## src/rtl/sum_entry_ctrl_if.sv

```systemverilog
// sum_entry_ctrl_if: keypad, adder and display signals of the entry sequencer.
//   key_code/key_valid : keypad scanner key strobe
//   op_a/op_b          : BCD operands presented to the adder
//   add_start/add_done : adder start pulse and result-valid strobe
//   sum_in             : adder result
//   disp_value         : value for the 7-segment driver
//   busy/err           : CALC and ERR status
// Modport slave is the sequencer; master is the keypad/adder/display side.
interface sum_entry_ctrl_if #(
    parameter int unsigned W = 12
);
    logic [3:0]   key_code;
    logic         key_valid;
    logic [W-1:0] op_a;
    logic [W-1:0] op_b;
    logic         add_start;
    logic         add_done;
    logic [W-1:0] sum_in;
    logic [W-1:0] disp_value;
    logic         busy;
    logic         err;

    modport master (
        output key_code, key_valid, add_done, sum_in,
        input  op_a, op_b, add_start, disp_value, busy, err
    );

    modport slave (
        input  key_code, key_valid, add_done, sum_in,
        output op_a, op_b, add_start, disp_value, busy, err
    );
endinterface

```

## src/rtl/sum_entry_ctrl.sv

```systemverilog
// sum_entry_ctrl: keypad-entry sequencer for the BCD operand adder.
// Collects operand A and B digit by digit, pulses add_start, waits (bounded
// by TIMEOUT) for add_done, shows the sum, and selects the display value.
//   clk     : system clock, rising edge
//   rst_n   : asynchronous active-low reset
//   ctrl_if : keypad strobes, adder handshake, operands, display and status
module sum_entry_ctrl #(
    parameter int unsigned DIGITS  = 3,
    parameter int unsigned TIMEOUT = 255
) (
    input logic            clk,
    input logic            rst_n,
    sum_entry_ctrl_if.slave ctrl_if
);
    localparam int unsigned W    = 4 * DIGITS;
    localparam int unsigned CntW = $clog2(DIGITS + 1);
    localparam int unsigned TmoW = $clog2(TIMEOUT + 1);

    localparam logic [3:0] KeyPlus  = 4'hA;
    localparam logic [3:0] KeyEqual = 4'hB;
    localparam logic [3:0] KeyClear = 4'hC;

    typedef enum logic [2:0] {StEnterA, StEnterB, StCalc, StShow, StErr} state_e;

    state_e            state_q, state_d;
    logic [W-1:0]      op_a_q, op_a_d;
    logic [W-1:0]      op_b_q, op_b_d;
    logic [W-1:0]      res_q, res_d;
    logic [CntW-1:0]   cnt_q, cnt_d;
    logic [TmoW-1:0]   tmo_q, tmo_d;
    logic              start_q, start_d;

    logic is_digit, is_plus, is_equal, is_clear, room;

    always_comb begin
        is_digit = ctrl_if.key_valid && (ctrl_if.key_code <= 4'd9);
        is_plus  = ctrl_if.key_valid && (ctrl_if.key_code == KeyPlus);
        is_equal = ctrl_if.key_valid && (ctrl_if.key_code == KeyEqual);
        is_clear = ctrl_if.key_valid && (ctrl_if.key_code == KeyClear);
        room     = cnt_q < CntW'(DIGITS);
    end

    always_comb begin
        state_d = state_q;
        op_a_d  = op_a_q;
        op_b_d  = op_b_q;
        res_d   = res_q;
        cnt_d   = cnt_q;
        tmo_d   = tmo_q;
        start_d = 1'b0;

        // Clear outranks everything, including a same-cycle add_done or timeout.
        if (is_clear) begin
            state_d = StEnterA;
            op_a_d  = '0;
            op_b_d  = '0;
            res_d   = '0;
            cnt_d   = '0;
            tmo_d   = '0;
        end else begin
            unique case (state_q)
                StEnterA: begin
                    if (is_digit && room) begin
                        op_a_d = {op_a_q[W-5:0], ctrl_if.key_code};
                        cnt_d  = cnt_q + CntW'(1);
                    end else if (is_plus) begin
                        state_d = StEnterB;
                        cnt_d   = '0;
                    end
                end
                StEnterB: begin
                    if (is_digit && room) begin
                        op_b_d = {op_b_q[W-5:0], ctrl_if.key_code};
                        cnt_d  = cnt_q + CntW'(1);
                    end else if (is_equal) begin
                        state_d = StCalc;
                        tmo_d   = '0;
                        start_d = 1'b1;
                    end
                end
                StCalc: begin
                    // start_q marks the first CALC cycle, where add_done is not trusted.
                    if (ctrl_if.add_done && !start_q) begin
                        res_d   = ctrl_if.sum_in;
                        state_d = StShow;
                    end else begin
                        tmo_d = tmo_q + TmoW'(1);
                        if (tmo_d == TmoW'(TIMEOUT)) begin
                            state_d = StErr;
                        end
                    end
                end
                StShow: begin
                    if (is_digit) begin
                        op_a_d  = {{(W-4){1'b0}}, ctrl_if.key_code};
                        op_b_d  = '0;
                        cnt_d   = CntW'(1);
                        state_d = StEnterA;
                    end
                end
                StErr: begin
                    // Only clear leaves ERR.
                end
                default: state_d = StEnterA;
            endcase
        end
    end

    always_ff @(posedge clk or negedge rst_n) begin
        if (!rst_n) begin
            state_q <= StEnterA;
            op_a_q  <= '0;
            op_b_q  <= '0;
            res_q   <= '0;
            cnt_q   <= '0;
            tmo_q   <= '0;
            start_q <= 1'b0;
        end else begin
            state_q <= state_d;
            op_a_q  <= op_a_d;
            op_b_q  <= op_b_d;
            res_q   <= res_d;
            cnt_q   <= cnt_d;
            tmo_q   <= tmo_d;
            start_q <= start_d;
        end
    end

    // Status and display decode only registered state.
    always_comb begin
        ctrl_if.op_a      = op_a_q;
        ctrl_if.op_b      = op_b_q;
        ctrl_if.add_start = start_q;
        ctrl_if.busy      = (state_q == StCalc);
        ctrl_if.err       = (state_q == StErr);
        unique case (state_q)
            StEnterA:        ctrl_if.disp_value = op_a_q;
            StEnterB, StCalc: ctrl_if.disp_value = op_b_q;
            StShow:          ctrl_if.disp_value = res_q;
            StErr:           ctrl_if.disp_value = {DIGITS{4'hF}};
            default:         ctrl_if.disp_value = op_a_q;
        endcase
    end
endmodule

```

## src/flat_wrapper.sv

```systemverilog
// flat-port wrapper written by rule: the top's interface ports become plain ports
module sum_entry_ctrl_flat 
#(
    parameter int unsigned DIGITS  = 3,
    parameter int unsigned TIMEOUT = 255
)
  (clk, rst_n, ctrl_if_key_code, ctrl_if_key_valid, ctrl_if_add_done, ctrl_if_sum_in, ctrl_if_op_a, ctrl_if_op_b, ctrl_if_add_start, ctrl_if_disp_value, ctrl_if_busy, ctrl_if_err);
  sum_entry_ctrl_if #(.W((4 * DIGITS))) ctrl_if_i ();
  input logic clk;
  input logic rst_n;
  input wire logic [$bits(ctrl_if_i.key_code)-1:0] ctrl_if_key_code;
  input wire logic [$bits(ctrl_if_i.key_valid)-1:0] ctrl_if_key_valid;
  input wire logic [$bits(ctrl_if_i.add_done)-1:0] ctrl_if_add_done;
  input wire logic [$bits(ctrl_if_i.sum_in)-1:0] ctrl_if_sum_in;
  output wire logic [$bits(ctrl_if_i.op_a)-1:0] ctrl_if_op_a;
  output wire logic [$bits(ctrl_if_i.op_b)-1:0] ctrl_if_op_b;
  output wire logic [$bits(ctrl_if_i.add_start)-1:0] ctrl_if_add_start;
  output wire logic [$bits(ctrl_if_i.disp_value)-1:0] ctrl_if_disp_value;
  output wire logic [$bits(ctrl_if_i.busy)-1:0] ctrl_if_busy;
  output wire logic [$bits(ctrl_if_i.err)-1:0] ctrl_if_err;
  assign ctrl_if_i.key_code = ctrl_if_key_code;
  assign ctrl_if_i.key_valid = ctrl_if_key_valid;
  assign ctrl_if_i.add_done = ctrl_if_add_done;
  assign ctrl_if_i.sum_in = ctrl_if_sum_in;
  assign ctrl_if_op_a = ctrl_if_i.op_a;
  assign ctrl_if_op_b = ctrl_if_i.op_b;
  assign ctrl_if_add_start = ctrl_if_i.add_start;
  assign ctrl_if_disp_value = ctrl_if_i.disp_value;
  assign ctrl_if_busy = ctrl_if_i.busy;
  assign ctrl_if_err = ctrl_if_i.err;
  sum_entry_ctrl #(.DIGITS(DIGITS), .TIMEOUT(TIMEOUT)) u_core (.clk(clk), .rst_n(rst_n), .ctrl_if(ctrl_if_i));
endmodule
```

## config.mk

```make
export PLATFORM = sky130hd
export DESIGN_NAME = sum_entry_ctrl_flat
export DESIGN_NICKNAME = d
export VERILOG_FILES = /design/src/rtl/sum_entry_ctrl_if.sv /design/src/rtl/sum_entry_ctrl.sv /design/src/flat_wrapper.sv
export SDC_FILE = /design/constraint.sdc
export NUM_CORES = 1
export LEC_CHECK = 0
export ABC_AREA = 0
export ABC_CLOCK_PERIOD_IN_PS = 3300
export CORE_MARGIN = 2
export CORE_UTILIZATION = 50
export DETAILED_ROUTE_END_ITERATION = 8
export PLACE_DENSITY = 0.78
export REMOVE_ABC_BUFFERS = 1
export SYNTH_ARGS = -nofsm -noshare
export SYNTH_HDL_FRONTEND = slang
export SYNTH_SLANG_ARGS = --single-unit
```

## constraint.sdc

```tcl
create_clock -name clk -period 3.3 [get_ports clk]
set_input_delay 0.66 -clock clk [delete_from_list [all_inputs] [get_ports clk]]
set_output_delay 0.66 -clock clk [all_outputs]
set_load 0.02 [all_outputs]
```

==> summary.txt <==
Hold path
  – HP Class: flop to flop
  – Hold_sp: u_core.tmo_q[7]

Logic synthesis
  – Synth Area in Simple Gates: 22.17%
  – Warnings from Yosys: 0
  – Adder-Cell Fraction of Synth Area: 1.267%
  – Yosys cell types: 50
  – Post-synth top flop: dfrtp_1
  – Synth Area in Compound Gates: 23.52%
  – Post-synthesis sequential area ratio: 42.23%
  – Async S/R FF share, synth: 100.0%
  – Synthesized cell area: 2963 um^2
  – Mux contribution to synthesized area: 5.701%
  – Main combinational cell family by area after synthesis: compound AO/OA/AOI/OAI gates
  – Synthesized flop and latch total: 50
  – Synth Area in XOR/XNOR: 0.5912%
  – Mapped Cells: 334
  – Number of enable flip-flop cells after synthesis: 0
  – Syn avg cell area: 8.871 um^2

Placement
  – Port Buffers: 58
  – Post-DP Area: 3573 um^2
  – RD Place Congestion: 0.8983
  – DP Wirelength: 5260 um

Worst setup path
  – CP top delay family: buffers and inverters
  – Critical path peak fanout: 13
  – RR Startpoint: u_core.state_q[1]
  – CP max stage cell: clkdlybuf4s50_1
  – Worst Setup EP: ctrl_if_disp_value[9]
  – Crit path kind: flop to output pin
  – Worst EP required: 2.64 ns
  – Setup slack, reg-to-reg: 1.07 ns
  – Terminus of the critical flop-to-flop path: u_core.ctrl_if.op_a[0]
  – Crit path arrival time: 2.39 ns
  – Crit path depth: 4
  – Worst setup path startpoint: u_core.state_q[1]
  – Worst setup EP type: output pin
  – Crit start category: flop
  – Reg2reg path depth: 6
  – CP bufs+invs: 1
  – Critical path cell sequence: and2b_1 > a22oi_1 > o211ai_1 > clkdlybuf4s50_1
  – Critical Path Max Stage Delay: 0.63 ns

STA
  – Unrepaired setup endpoints after global routing: false
  – Peak Freq: 327.9 MHz
  – Final Hold Viols: 0
  – Slew margin rel.: 26.91%
  – Slew @ Worst Pin: 1.096 ns
  – Final setup TNS: 0 ns
  – Tmin final: 3.050 ns
  – Clk_skew: 0.01176 ns
  – Slew Limit Fails: 0
  – Setup violators final: 0
  – Fin crit share: 92.42%

Global routing
  – Initial antenna violation count: 0
  – Global Route Usage Sum: 23.34%
  – GRT overflow: 0
  – Vias in the first global route: 2481
  – First-pass GRT wire length: 11910 um
  – Pin count of the biggest net entering global routing: 51

Clock tree
  – H-Tree Depth: 2
  – Clk_lat worst skew: 0.31 ns
  – Clock Tree Root: clkbuf_8
  – # hold bufs at CTS: 0
  – CTS Buf Count: 5
  – CTS-repair resized insts: 0
  – Clock buffer depth: 2
  – Clock sink count: 50
  – Setup bufs post-CTS: 0
  – CTS tree: done
  – Clk slew on worst S/H paths: 0.10 ns

Finish
  – P&R area growth vs syn: 24.54%
  – Footprint of the multi-input gates: 1578 um^2
  – Register area: 1251 um^2
  – Commonest non-fill, non-tap cell in the layout: nand2_1
  – Final #Nets: 410
  – Fin area: 3690 um^2
  – Most frequent cells in the layout: nand2_1 (86), clkdlybuf4s50_1 (57), dfrtp_1 (50)
  – Layout cells sized above 1: 13.66%
  – Diodes inserted: 0
  – Filler Cell Count: 511

Power and ir drop
  – PwrDens: 902.5 nW/um^2
  – Pleak: 0.001470 uW
  – VDD IR max: 0.4546 mV

Floorplan
  – Core ar.: 5816 um^2
  – Die Y: 80.98 um
  – Initial Utilization: 50.95%
  – Die area: 6558 um^2
  – Chip width: 80.98 um
  – I/O Pins: 59
  – Standard-cell rows: 28

Route
  – DR iter-0 viols: 176
  – Routed Antenna Nets: 0
  – Residual DRC: 0
  – Routed WL: 7242 um
  – Detailed-router iteration count before antenna repair: 4
  – Via Count: 2654
  – Wirelength per Cell: 15.64 um
  – Avg Vias per Cell: 5.732

Job
  – Maximum Capacitance Violations: 0

Outcome
  – Status: finished clean
## report_power, final
| group | internal (uW) | total [uW] | switching, uW |
|---|---|---|---|
| registers | 855 | 1130 | 280 |
| clock network | 230 | 445 | 215 |
| logic | 837 | 1750 | 913 |
## how the worst min path moves through the flow
stage	end	slack (ns)	depth (start not counted)
after CTS	u_core.tmo_q[7]	0.49	1
after detailed placement	u_core.tmo_q[7]	0.48	1
final	u_core.tmo_q[7]	0.49	1
after global routing	u_core.tmo_q[7]	0.51	1
after floorplan	u_core.cnt_q[0]	0.36	0
after global placement	u_core.tmo_q[7]	0.47	1
## cell type report
class | count | share of cell area (%)
clock inverter | 3 | 1.289
tap | 75 | 2.543
clock buffer | 5 | 1.865
timing repair buffer | 67 | 17.43
sequential | 50 | 33.91
multi-input combinational | 261 | 42.76
inverter | 2 | 0.2035
## layer usage
metal,share of wire (%),GRT usage (%)
met1,44,32.59
met2,48,37.27
met3,5.5,2.556
met4,2.2,9.322
met5,0,0
## logic make-up after synthesis
family                     Yosys count
and+or+nand+nor                    132
AOI/OAI and AO/OA                  109
DFF                                 50
buffers and inverters               23
muxes                               15
adders and majority gates            3
xor gates and xnor gates             2
## state kept, by name, summed over array words and instances, names as in the netlist
| signal | flops |
|---|---|
| u_core.state_q | 3 |
| u_core.tmo_q | 8 |
| u_core.cnt_q | 2 |
| u_core.ctrl_if.add_start | 1 |
| u_core.ctrl_if.op_a | 12 |
| u_core.res_q | 12 |
| u_core.ctrl_if.op_b | 12 |
## Yosys cell counts, types with 2 or more instances
cell type / n / area [um^2]
nor2_1: 8 / 30.03
nand2b_1: 3 / 18.77
nand2b_2: 2 / 17.52
dfrtp_1: 50 / 1251
xnor2_1: 2 / 17.52
buf_2: 7 / 35.03
nor3_2: 3 / 30.03
a21oi_2: 2 / 17.52
nor3_1: 4 / 20.02
nor3b_1: 2 / 15.01
nand2_2: 2 / 12.51
a21oi_1: 19 / 95.09
a22oi_1: 12 / 90.09
clkbuf_1: 5 / 18.77
o21ai_0: 42 / 210.2
a311oi_1: 2 / 17.52
nand2_1: 86 / 322.8
nor4_1: 2 / 12.51
nand3_1: 7 / 35.03
and3_1: 2 / 12.51
ha_1: 3 / 37.54
buf_4: 4 / 30.03
o31ai_1: 2 / 15.01
o211ai_1: 12 / 90.09
a31oi_1: 3 / 18.77
mux2_2: 15 / 168.9
o21ai_1: 7 / 35.03
buf_6: 3 / 33.78
inv_1: 2 / 7.510
## per-stage QoR
step                      setup WS, ns  cells  util [%]  hold slack [ns]  power (uW)
after floorplan                 0.7791    313         -           0.3644        2087
after global placement          0.6460    455     61.45           0.4677        2853
after detailed placement        0.5907    455     61.45           0.4782        2903
after CTS                       0.2680    463     63.45           0.4937        3352
after global routing           0.06128    463     63.45           0.5149        3576
final                           0.2500    463     63.45           0.4926        3330
(Power assumes the default switching activity.)
